--- config.mk ---
export PLATFORM = sky130hd
export DESIGN_NAME = mesh_cfg_scheduler
export DESIGN_NICKNAME = d
export VERILOG_FILES = /design/src/rtl/noc_cfg_pkg.sv /design/src/rtl/cfg_pe_driver.sv /design/src/rtl/mesh_cfg_scheduler.sv
export SDC_FILE = /design/constraint.sdc
export NUM_CORES = 1
export LEC_CHECK = 0
export ABC_AREA = 0
export BUFFER_PORTS_ARGS = -buffer_cell sky130_fd_sc_hd__buf_2
export CAP_MARGIN = 10
export CORE_AREA = 2 2 174 176
export CTS_BUF_LIST = sky130_fd_sc_hd__clkbuf_8
export CTS_CLUSTER_DIAMETER = 80
export DETAILED_ROUTE_END_ITERATION = 6
export DIE_AREA = 0 0 176 178
export GPL_TIMING_DRIVEN = 0
export HOLD_SLACK_MARGIN = 0.15
export PLACE_DENSITY_LB_ADDON = 0.3
export SKIP_LAST_GASP = 1
export SYNTH_ARGS = -nofsm -noshare
export SYNTH_HDL_FRONTEND = slang
export SYNTH_HIERARCHICAL = 1
export SYNTH_SLANG_ARGS = --single-unit
--- constraint.sdc ---
create_clock -name clock -period 3.32 [get_ports clock]
set_input_delay 0.664 -clock clock [delete_from_list [all_inputs] [get_ports clock]]
set_output_delay 0.664 -clock clock [all_outputs]
set_load 0.02 [all_outputs]
--- src/rtl/noc_cfg_pkg.sv ---
// Shared types and constants for the mesh configuration scheduler.
package noc_cfg_pkg;

    localparam int CFG_W  = 11;
    localparam int NUM_PE = 4;

    typedef enum logic [1:0] {
        IDLE = 2'd0,
        HOLD = 2'd1,
        GAP  = 2'd2
    } drv_state_t;

    typedef logic [1:0] pe_idx_t;

endpackage

--- src/rtl/cfg_pe_driver.sv ---
// Per-PE configuration driver: holds a granted word on the bus, then forces a zero gap.
// state | meaning
// IDLE  | bus zero, ready for a grant
// HOLD  | bus carries the word for HOLD_CYCLES cycles
// GAP   | bus zero for GAP_CYCLES cycles; a new grant may land on the last one
module cfg_pe_driver
    import noc_cfg_pkg::*;
#(
    parameter int HOLD_CYCLES = 3,
    parameter int GAP_CYCLES  = 1
) (
    input  logic             clock,
    input  logic             reset,
    input  logic             grant,
    input  logic [CFG_W-1:0] word,
    output logic [CFG_W-1:0] configure,
    output logic             avail,
    output logic             active
);

    localparam logic [15:0] HOLD_LOAD = 16'(HOLD_CYCLES - 1);
    localparam logic [15:0] GAP_LOAD  = 16'(GAP_CYCLES - 1);

    drv_state_t       state, state_nxt;
    logic [15:0]      cnt, cnt_nxt;
    logic [CFG_W-1:0] word_q, word_nxt;

    always_ff @(posedge clock or negedge reset) begin
        if (!reset) begin
            state  <= IDLE;
            cnt    <= '0;
            word_q <= '0;
        end else begin
            state  <= state_nxt;
            cnt    <= cnt_nxt;
            word_q <= word_nxt;
        end
    end

    always_comb begin
        state_nxt = state;
        cnt_nxt   = cnt;
        word_nxt  = word_q;
        case (state)
            IDLE: begin
                if (grant) begin
                    state_nxt = HOLD;
                    cnt_nxt   = HOLD_LOAD;
                    word_nxt  = word;
                end
            end
            HOLD: begin
                if (cnt == 16'd0) begin
                    state_nxt = GAP;
                    cnt_nxt   = GAP_LOAD;
                end else begin
                    cnt_nxt = cnt - 16'd1;
                end
            end
            GAP: begin
                if (cnt == 16'd0) begin
                    if (grant) begin
                        state_nxt = HOLD;
                        cnt_nxt   = HOLD_LOAD;
                        word_nxt  = word;
                    end else begin
                        state_nxt = IDLE;
                    end
                end else begin
                    cnt_nxt = cnt - 16'd1;
                end
            end
            default: state_nxt = IDLE;
        endcase
    end

    // The final gap cycle counts as free so back-to-back words see exactly GAP_CYCLES zeros.
    assign avail     = (state == IDLE) || ((state == GAP) && (cnt == 16'd0));
    assign active    = (state != IDLE);
    assign configure = (state == HOLD) ? word_q : '0;

endmodule

--- src/rtl/mesh_cfg_scheduler.sv ---
// Queues host configuration words per PE and launches them round-robin into the 2x2 mesh.
// Optional launch statistics are enabled with `define CFG_SCHED_STATS_EN.
module mesh_cfg_scheduler
    import noc_cfg_pkg::*;
#(
    parameter int HOLD_CYCLES = 3,
    parameter int GAP_CYCLES  = 1
) (
    input  logic              clock,
    input  logic              reset,
    input  logic              cfg_valid,
    input  logic [1:0]        cfg_pe,
    input  logic [CFG_W-1:0]  cfg_word,
    output logic              cfg_ready,
    input  logic [NUM_PE-1:0] processor_ready_signals,
    output logic [CFG_W-1:0]  p0_configure,
    output logic [CFG_W-1:0]  p1_configure,
    output logic [CFG_W-1:0]  p2_configure,
    output logic [CFG_W-1:0]  p3_configure,
    output logic [NUM_PE-1:0] pe_busy,
    output logic [63:0]       issue_count
);

    logic [NUM_PE-1:0] slot_full;
    logic [CFG_W-1:0]  slot_word [NUM_PE];
    logic [CFG_W-1:0]  configure [NUM_PE];
    logic [NUM_PE-1:0] avail, active, eligible, grant;
    pe_idx_t           last_grant, grant_pe, cand;
    logic              grant_any, load;

    assign cfg_ready = !slot_full[cfg_pe];
    // Zero words are consumed by the handshake but never occupy a slot.
    assign load      = cfg_valid && cfg_ready && (cfg_word != '0);
    assign eligible  = slot_full & avail & processor_ready_signals;

    always_comb begin
        grant_any = 1'b0;
        grant_pe  = last_grant;
        cand      = last_grant;
        grant     = '0;
        for (int i = 1; i <= NUM_PE; i++) begin
            cand = last_grant + pe_idx_t'(i);
            if (!grant_any && eligible[cand]) begin
                grant_any = 1'b1;
                grant_pe  = cand;
            end
        end
        if (grant_any) grant[grant_pe] = 1'b1;
    end

    always_ff @(posedge clock or negedge reset) begin
        if (!reset) begin
            slot_full  <= '0;
            last_grant <= pe_idx_t'(NUM_PE - 1);
            for (int i = 0; i < NUM_PE; i++) slot_word[i] <= '0;
        end else begin
            if (grant_any) last_grant <= grant_pe;
            for (int i = 0; i < NUM_PE; i++) begin
                if (grant[i]) slot_full[i] <= 1'b0;
                if (load && (cfg_pe == pe_idx_t'(i))) begin
                    slot_full[i] <= 1'b1;
                    slot_word[i] <= cfg_word;
                end
            end
        end
    end

    for (genvar g = 0; g < NUM_PE; g++) begin : g_drv
        cfg_pe_driver #(
            .HOLD_CYCLES(HOLD_CYCLES),
            .GAP_CYCLES (GAP_CYCLES)
        ) u_drv (
            .clock    (clock),
            .reset    (reset),
            .grant    (grant[g]),
            .word     (slot_word[g]),
            .configure(configure[g]),
            .avail    (avail[g]),
            .active   (active[g])
        );
    end

    assign p0_configure = configure[0];
    assign p1_configure = configure[1];
    assign p2_configure = configure[2];
    assign p3_configure = configure[3];
    assign pe_busy      = active | slot_full;

`ifdef CFG_SCHED_STATS_EN
    logic [15:0] launches [NUM_PE];

    always_ff @(posedge clock or negedge reset) begin
        if (!reset) begin
            for (int i = 0; i < NUM_PE; i++) launches[i] <= '0;
        end else begin
            for (int i = 0; i < NUM_PE; i++)
                if (grant[i]) launches[i] <= launches[i] + 16'd1;
        end
    end

    assign issue_count = {launches[3], launches[2], launches[1], launches[0]};
`else
    assign issue_count = '0;
`endif

endmodule
==> impl_metrics.ini, run 1 <==
[clock_tree]
htreeDepth = 4
cts_tree = yes
clockRootBuffer = clkbuf_8
clock_sinks = 166
clockBufferDepth = 2
clk_latency_ns = 0.48
numCtsBuffers = 17
cts.clk_slew.worst_paths_ns = 0.11

[grt]
grt_pass1_wl_mm = 35.6
grt-ovfl-total = 0
grt_pass1_vias = 6666
grt_max_degree = 106
grtUsageTotal = 0.143
antenna_found_initial = 3

[drt]
vias_per_cell = 4.75
drt-total-wl_mm = 22.0
firstDrtPassIters = 4
first_iter_violations = 405
drc = 0
routedWlPerCell_um = 14.8
vias = 7060
antenna_left = 0

[placed_design]
gp_congestion = 0.827
dpl.hpwl_mm = 15.1
dp_cells = 1419
io_buffers = 68
post_dp_cell_area_um2 = 10400

[logic_synthesis]
avgSynthCellArea_um2 = 10.3
synthArstFlopShare = 1.00
ys_ff_latch = 166
synth-edff-count = 0
synthesis.area_um2 = 9260
synth_cells = 897
synth-main-ff-cell = dfrtp_1
synth.area.top_cells = dfrtp_1, mux2_2, buf_4
synth.top_cell.area_share = 0.443
ys_seq_area_frac = 0.449
yosys_warnings = 6
synth_cell_types = 56
yosys.area.top_type = dfrtp_1

[die]
core_area_um2 = 29400
io_pins = 133
die_h_um = 178
die_x_um = 176
rows = 63
start_util = 0.315
die-area_um2 = 31300

[sta]
hold_viol = 0
max_slew_margin = 0.515
post-route-min-period_ns = 3.25
fin_skew_ns = 0.0233
fin_tns_setup_ns = 0
maxSlewViolCount = 0
setup_viol = 0
fin_hold_ws_ns = 0.508
tightest_slew_ns = 0.725
min_period_over_period = 0.978
rsz0062_at_grt = yes
max_freq_mhz = 308

[status]
status = finished clean

[critical_path]
crit_slowest_cell = or4b_2
cp_data_required_time_ns = 3.69
setup.worst_path.end_class = flip-flop
critPathMaxStageDelay_ns = 0.58
cp_num_buf_inv = 3
cp_top_family = simple AND/OR/NAND/NOR gates
startpoint_type = flip-flop
crit_fanout = 5
cpMostUsedCell = buf_4
crit_type = flip-flop to flip-flop
cp.arrival_ns = 3.61
crit_chain = inv_2 > ha_4 > or4b_2 > or4_4 > nand2_2 > nand4_1 > a21oi_2 > a211oi_4 > buf_4 > o21ai_4 > buf_4 > mux2_2

[power_and_ir_drop]
p_per_area_nw_per_um2 = 972
p_leak_nw = 5.45
ir_drop_uv = 336

[final_layout]
post_route_cells_drive_above_1_share = 0.358
final.fill_count = 2877
final_cell_count_no_fill = 1487
syn2layout_area_growth_pct = 22.7
fin_util = 0.387
fin_area_um2 = 11400
nets = 1130

[run]
maxCapViolations = 0

[min_path]
hp-class = flip-flop to flip-flop
==> sequential cells by signal, indices dropped and copies added (netlist names) <==
name / flops
g_drv.u_drv/cnt: 64
g_drv.u_drv/state: 8
g_drv.u_drv/word_q: 44
last_grant: 2
slot_full: 4
slot_word: 44
==> cells in the final DEF (no fill, tap or decap), drive strengths merged, types with 4 or more instances in the layout <==
cell / n
buf: 176
dfrtp: 164
mux2: 92
o21ai: 79
conb: 64
nand2: 55
inv: 51
and2: 44
nor3: 36
clkbuf: 36
or4: 32
nor2: 29
ha: 28
a21oi: 26
nor4: 22
or3: 20
or2: 16
nand3: 11
o21bai: 10
nor3b: 9
a21o: 8
a22o: 8
or4b: 8
clkinv: 7
nor2b: 6
nand4: 5
nand2b: 5
and4: 4
o41ai: 4
xor2: 4
o22ai: 4
o2111ai: 4
xnor2: 4
a31oi: 4
==> cell families after synthesis <==
group,after synthesis,synth area share
AND/OR/NAND/NOR,306,0.195
flip-flops,166,0.449
AO/OA/AOI/OAI,159,0.104
buffers and inverters,137,0.0875
multiplexers,92,0.119
adder cells (fa/ha/maj),28,0.0378
XOR/XNOR,8,0.00756
other,1,0.000405
==> final cells by class <==
type	instances	area, um^2	area share
flip-flops and latches	166	4160	0.366
clock buffers	17	234	0.0206
well taps	390	488	0.0429
multi-input cells	657	4780	0.420
inverters	43	161	0.0142
repair buffers	103	661	0.0581
clock inverters	15	194	0.0171
plain buffers	94	692	0.0609
diodes	2	5.00	0.000440
==> worst paths after layout <==
path	from	endpoint	slack, ns	cells after the start
max in group asynchronous	reset	last_grant[1]$_DFFE_PN1P_	1.71	3
max reg2reg	g_drv[3].u_drv/state[0]$_DFFE_PN0P_	g_drv[2].u_drv/word_q[7]$_DFFE_PN0P_	0.07	12
min	g_drv[2].u_drv/word_q[4]$_DFFE_PN0P_	g_drv[2].u_drv/word_q[4]$_DFFE_PN0P_	0.51	1
min reg2reg	g_drv[2].u_drv/word_q[4]$_DFFE_PN0P_	g_drv[2].u_drv/word_q[4]$_DFFE_PN0P_	0.51	1
max	g_drv[3].u_drv/state[0]$_DFFE_PN0P_	g_drv[2].u_drv/word_q[7]$_DFFE_PN0P_	0.07	12
min in group asynchronous	reset	g_drv[0].u_drv/cnt[15]$_DFFE_PN0P_	0.71	2
==> per-layer routing <==
layer	vias to the layer above	part of all wire	track usage
li1	3465	-	-
met1	3409	0.47	0.191
met2	159	0.46	0.229
met3	25	0.050	0.0362
met4	2	0.017	0.0448
met5	-	0.00050	0
==> where the power goes <==
group	internal, W	leakage [nW]	switching (W)	total (W)
registers	0.00292	2.11	0.000704	0.00362
logic	0.00275	3.13	0.00316	0.00591
clock network	0.000591	0.213	0.000929	0.00152
total	0.00626	5.45	0.00479	0.0111
==> worst register-to-register path: cells and delay by family (launching register included) <==
kind | cells | cell delay (ns)
DFF | 1 | 0.43
and+or+nand+nor | 4 | 1.35
AOI/OAI and AO/OA | 3 | 0.42
muxes | 1 | 0.33
adders and majority gates | 1 | 0.15
buffers and inverters | 3 | 0.49
==> cell usage after synthesis, types with 5 or more instances <==
cell type  count
dfrtp_1      164
or4_4          8
a21o_1         8
mux2_4        18
buf_4         70
nor3_1        36
or4b_2         8
or2_2         16
nor2_1        29
nor3b_1        8
nor4_1        22
ha_1          28
o21bai_1      10
a21oi_1       22
nand2_1       55
nand2b_1       5
nor2b_1        6
a22o_1         8
mux2_2        74
or3_1         20
clkbuf_1      14
nand3_1       11
o21ai_0       75
and2_1        44
inv_1         43
or4_1         20
nand4_1        5
==> what timing repair did <==
item,in CTS,in global routing
hold buffers,1,0
resized for setup,53,38
pin swaps,2,10
endpoints found under the hold margin,50,0
endpoints found under the setup margin,109,100
buffers inserted,17,11
cloned,4,1
==> through the flow <==
step	power, W	setup WS [ns]
global route	0.0120	-0.0421
detailed placement	0.00887	-0.567
global placement	0.00879	-1.14
CTS	0.0108	-0.00750
floorplan	0.00753	0.0357
finish	0.0111	0.0715
Note: power is estimated with default switching activity, not from simulation.
==> run 2, diff against run 1 <==
==> constraint.sdc (replaced) <==
create_clock -name clock -period 3.32 [get_ports clock]
set_input_delay 0.166 -clock clock [delete_from_list [all_inputs] [get_ports clock]]
set_output_delay 0.166 -clock clock [all_outputs]
set_load 0.02 [all_outputs]
==> run 2 against run 1 <==
Sequential power barely moved. Highest routed layer unchanged. Via count increased by 0.79%. Global-route usage grew 0.055 points. Worst setup slack worse by 0.00074 ns. First-iteration DRC count is 4.0% higher. Largest power group unchanged. Fmax about the same. Non-clock buffer count grew 14.
==> impl_metrics.ini, run 2 (synthesized netlist as in run 1, its figures left out) <==
[final_layout]
syn2layout_area_growth_pct = 24.2
final.fill_count = 2866
fin_area_um2 = 11500
nets = 1144
mostFrequentLayoutCell = dfrtp_1
multi_input_area_um2 = 4780
fin_util = 0.391
post_route_cells_drive_above_1_share = 0.353
regMostFlops = g_drv.u_drv/cnt
layout_common_cells = dfrtp_1, buf_4, mux2_2, buf_2
top_regs = g_drv.u_drv/cnt (64), g_drv.u_drv/word_q (44), slot_word (44)
largest_register_ffs = 64
final_cell_count_no_fill = 1500
regArea_um2 = 4160

[sta]
max_slew_margin = 0.511
setup_viol = 0
post-route-min-period_ns = 3.25
rsz0062_at_grt = yes
maxSlewViolCount = 0
fin_skew_ns = 0.0225
fin_tns_setup_ns = 0
min_period_over_period = 0.979
tightest_slew_ns = 0.730
hold_viol = 0
max_freq_mhz = 308

[grt]
grtUsageTotal = 0.144
grt_pass1_wl_mm = 35.8
grt-ovfl-total = 0
grt_pass1_vias = 6730
antenna_found_initial = 2
grt_max_degree = 106

[drt]
routedWlPerCell_um = 14.8
firstDrtPassIters = 5
vias_per_cell = 4.74
vias = 7116
drt-total-wl_mm = 22.1
first_iter_violations = 421
antenna_left = 0
drc = 0

[clock_tree]
cts.clk_slew.worst_paths_ns = 0.10
clk_latency_ns = 0.48
htreeDepth = 4
cts_tree = yes
clockBufferDepth = 2
clockRootBuffer = clkbuf_8
numCtsBuffers = 17
clock_sinks = 166

[critical_path]
startpoint_type = flip-flop
setup.worst_path.end_class = flip-flop
crit_chain = inv_2 > ha_4 > or4b_2 > or4_4 > nand2_2 > nand4_1 > a21oi_2 > a211oi_4 > buf_4 > o21ai_4 > buf_4 > mux2_2
crit_fanout = 5
cpMostUsedCell = buf_4
crit_type = flip-flop to flip-flop
cp.arrival_ns = 3.61
crit_slowest_cell = or4b_2
cp_data_required_time_ns = 3.68
critPathMaxStageDelay_ns = 0.58

[die]
die_x_um = 176
die_h_um = 178
io_pins = 133
die-area_um2 = 31300
rows = 63
core_area_um2 = 29400
start_util = 0.315

[status]
status = finished clean

[placed_design]
post_dp_cell_area_um2 = 10400
gp_congestion = 0.827
io_buffers = 68
dp_cells = 1419
dpl.hpwl_mm = 15.1

[power_and_ir_drop]
total_power_w = 0.0111
p_leak_nw = 5.50
p_per_area_nw_per_um2 = 962
ir_drop_uv = 338

[min_path]
hp-class = input port to flip-flop

[run]
maxCapViolations = 0
## run 2: cell count changes in the layout (fill, tap and decap cells not counted)
cell           delta
diode_2           -1
dlygate4sd3_1    +14
## run 2: area by class of cell
type | instances | share of cell area
multi-input combinational | 657 | 0.415
sequential | 166 | 0.361
timing repair buffer | 117 | 0.0696
buffer | 94 | 0.0601
tap | 390 | 0.0424
clock buffer | 17 | 0.0203
clock inverter | 15 | 0.0169
inverter | 43 | 0.0140
antenna | 1 | 0.000217
## run 2: path summary, 6_finish.rpt
check | depth (start not counted) | endpoint | start | slack [ns]
worst min-delay path | 5 | g_drv[0].u_drv/state[0]$_DFFE_PN0P_ | processor_ready_signals[0] | 0.19
min in group asynchronous | 2 | g_drv[0].u_drv/cnt[15]$_DFFE_PN0P_ | reset | 0.22
max in group asynchronous | 3 | last_grant[1]$_DFFE_PN1P_ | reset | 2.20
worst min register to register | 1 | g_drv[2].u_drv/word_q[4]$_DFFE_PN0P_ | g_drv[2].u_drv/word_q[4]$_DFFE_PN0P_ | 0.51
worst max-delay path | 12 | g_drv[2].u_drv/word_q[7]$_DFFE_PN0P_ | g_drv[3].u_drv/state[0]$_DFFE_PN0P_ | 0.07
worst max register to register | 12 | g_drv[2].u_drv/word_q[7]$_DFFE_PN0P_ | g_drv[3].u_drv/state[0]$_DFFE_PN0P_ | 0.07
## run 2: timing repair
action | in CTS | in global routing
setup endpoints to repair | 109 | 100
hold buffers | 15 | 0
setup buffers | 17 | 11
endpoints found under the hold margin | 115 | 0
gates resized for setup | 53 | 38
cloned | 4 | 1
pin swaps | 2 | 10
## run 2: routing by layer
metal,vias to the layer above,part of all wire,routed length [um],track usage
met5,-,0.00072,16,0
met4,2,0.018,401,0.0448
met3,27,0.047,1030,0.0358
met2,158,0.47,10400,0.231
met1,3436,0.47,10300,0.191
li1,3493,-,-,-
## run 2: where the power goes
group | internal (W) | total, W | switching (W)
registers | 0.00292 | 0.00362 | 0.000706
logic | 0.00277 | 0.00593 | 0.00316
clock network | 0.000591 | 0.00152 | 0.000927
total | 0.00628 | 0.0111 | 0.00479
## run 2: through the flow
stage | worst slack, ns | hold slack (ns)
3_5_place_dp | -0.567 | 0.151
4_1_cts | -0.00750 | 0.158
3_3_place_gp | -0.647 | 0.481
6_report | 0.0708 | 0.189
2_1_floorplan | 0.0357 | -0.130
5_1_grt | -0.0421 | 0.183
## run 2: critical path, delay by kind of cell (launching register included)
family | cells | cell delay (ns)
fa+ha+maj | 1 | 0.15
flops | 1 | 0.43
compound gates | 3 | 0.42
simple gates | 4 | 1.35
mux | 1 | 0.33
buf+inv | 3 | 0.49
==> run 3, diff against run 2 <==
- SETUP_SLACK_MARGIN: default -> 0.3
==> run 3 against run 2 <==
Sequential power increased by 1%. Register-to-register slack gained 0.099 ns. Core utilization is 3.0 points higher. Sequential cell count stayed put. Critical path type unchanged. First-iteration DRC count shrank 19%. Fmax is 3.1% higher. Final cell count increased by 2.7%. Cell area increased by 7.5%. Routed wire length up 6.1%. Power increased by 11%. Sequential share of layout area down 2.5 points.
==> impl_metrics.ini, run 3 (synthesized netlist as in run 1, its figures left out) <==
[die]
die_x_um = 176
io_pins = 133
start_util = 0.315
core_area_um2 = 29400
die_h_um = 178
die-area_um2 = 31300
rows = 63

[placed_design]
dpl.hpwl_mm = 15.2
io_buffers = 68
post_dp_cell_area_um2 = 10500
gp_congestion = 0.844

[drt]
firstDrtPassIters = 7
vias = 7366
drc = 0
drt-total-wl_mm = 23.5
first_iter_violations = 339
routedWlPerCell_um = 15.3
vias_per_cell = 4.78
antenna_left = 0

[clock_tree]
clock_sinks = 166
htreeDepth = 4
clockBufferDepth = 2
cts_tree = yes
clk_latency_ns = 0.48
numCtsBuffers = 17
cts.clk_slew.worst_paths_ns = 0.12
clockRootBuffer = clkbuf_8

[min_path]
holdPathEnd = slot_word[14]$_DFFE_PN0P_
hp-class = input port to flip-flop
hp-start = cfg_pe[0]
worstHoldPathCells = 4

[final_layout]
fin_area_um2 = 12400
mostFrequentLayoutCell = dfrtp_1
largest_register_ffs = 64
syn2layout_area_growth_pct = 33.6
nets = 1186
layout_common_cells = dfrtp_1, buf_4, buf_2, conb_1, mux2_4
post_route_cells_drive_above_1_share = 0.421
regMostFlops = g_drv.u_drv/cnt
antenna_cells = 0
top_regs = g_drv.u_drv/cnt (64), g_drv.u_drv/word_q (44), slot_word (44)

[critical_path]
startpoint_type = flip-flop
ff2ff_path_depth = 12
timing.rr.start = g_drv[3].u_drv/state[0]$_DFFE_PN0P_
cp.arrival_ns = 3.52
crit_type = flip-flop to flip-flop
reg2reg_setup_slack_ns = 0.17
cp_data_required_time_ns = 3.69
crit_fanout = 5
r2r-end = g_drv[2].u_drv/word_q[7]$_DFFE_PN0P_
setup.worst_path.end_class = flip-flop

[sta]
hold_viol = 0
max_slew_margin = 0.452
rsz0062_at_grt = yes
fin_skew_ns = 0.0279
post-route-min-period_ns = 3.15
max_freq_mhz = 317
maxSlewViolCount = 0
setup_viol = 0
min_period_over_period = 0.949
tightest_slew_ns = 0.819

[power_and_ir_drop]
total_power_w = 0.0123
ir_drop_uv = 507
p_leak_nw = 6.00
p_per_area_nw_per_um2 = 991

[status]
status = finished clean

[run]
maxCapViolations = 0

[grt]
grt-ovfl-total = 0
grt_max_degree = 119
antenna_found_initial = 0
grt_pass1_vias = 7023
grt_pass1_wl_mm = 37.1
grtUsageTotal = 0.148
-- run 3: cell types whose count changed in the layout (fill, tap and decap cells not counted), moves of 12 or more --
cell / delta
o21ai_0: -44
mux2_2: -41
mux2_4: +41
o21ai_1: +25
buf_4: +21
buf_6: +19
o21ai_2: +16
nand2_1: -12
-- run 3: layout make-up --
class / instances / area [um^2]
Clock inverter: 15 / 219
Tap cell: 390 / 488
Timing Repair Buffer: 159 / 1200
Multi-Input combinational cell: 657 / 5190
Sequential cell: 166 / 4170
Buffer: 94 / 709
Inverter: 43 / 161
Fill cell: 2819 / 17000
Clock buffer: 17 / 234
-- run 3: routing by layer --
layer	GRT usage	share of wire	vias up
met1	0.209	0.48	3622
met2	0.236	0.48	154
li1	-	-	3573
met3	0.0266	0.035	17
met4	0.0375	0.012	0
met5	0	0	-
-- run 3: critical path, cell delays in order, from the launching register on --
cell and delay (ns):
dfrtp_1 0.41, inv_2 0.08, ha_4 0.16, or4b_4 0.45
or4_4 0.53, nand2_4 0.10, nand4_1 0.19, a21oi_2 0.28
a211oi_4 0.08, buf_12 0.18, o21ai_4 0.09, buf_8 0.17
mux2_4 0.30
-- run 3: how the worst max path moves through the flow --
stage	from	endpoint	slack (ns)	cells past startpoint
finish	g_drv[3].u_drv/state[0]$_DFFE_PN0P_	g_drv[2].u_drv/word_q[7]$_DFFE_PN0P_	0.17	12
global route	g_drv[1].u_drv/state[0]$_DFFE_PN0P_	g_drv[3].u_drv/cnt[12]$_DFFE_PN0P_	0.09	14
CTS	g_drv[3].u_drv/cnt[1]$_DFFE_PN0P_	g_drv[1].u_drv/cnt[12]$_DFFE_PN0P_	0.27	14
detailed placement	g_drv[2].u_drv/state[0]$_DFFE_PN0P_	g_drv[2].u_drv/cnt[3]$_DFFE_PN0P_	-0.16	12
global placement	reset	g_drv[2].u_drv/word_q[0]$_DFFE_PN0P_	-0.68	1
floorplan	g_drv[2].u_drv/cnt[0]$_DFFE_PN0P_	g_drv[0].u_drv/word_q[0]$_DFFE_PN0P_	0.31	11
-- run 3: timing repair --
| item | CTS | global route |
|---|---|---|
| buffers inserted | 49 | 17 |
| hold buffers | 16 | 0 |
| endpoints found under the setup margin | 110 | 106 |
| gates resized for setup | 62 | 170 |
| pin swaps | 24 | 55 |
| hold endpoints to repair | 211 | 0 |
| gates cloned | 4 | 4 |
-- run 3: metrics by stage --
stage | utilization | instances | hold WS, ns | setup TNS [ns] | setup slack, ns
after global placement | 0.357 | 1418 | 0.481 | -112.48 | -0.683
after detailed placement | 0.358 | 1419 | 0.101 | -4.58 | -0.159
after floorplan | - | 960 | -0.130 | 0 | 0.315
final | 0.421 | 1541 | 0.171 | 0 | 0.170
after global routing | 0.421 | 1541 | 0.170 | 0 | 0.0900
after CTS | 0.401 | 1520 | 0.151 | 0 | 0.267
-- run 3: power breakdown --
part           internal (W)  switching (W)
Clock              0.000609       0.000968
Combinational       0.00344        0.00358
Sequential          0.00293       0.000744
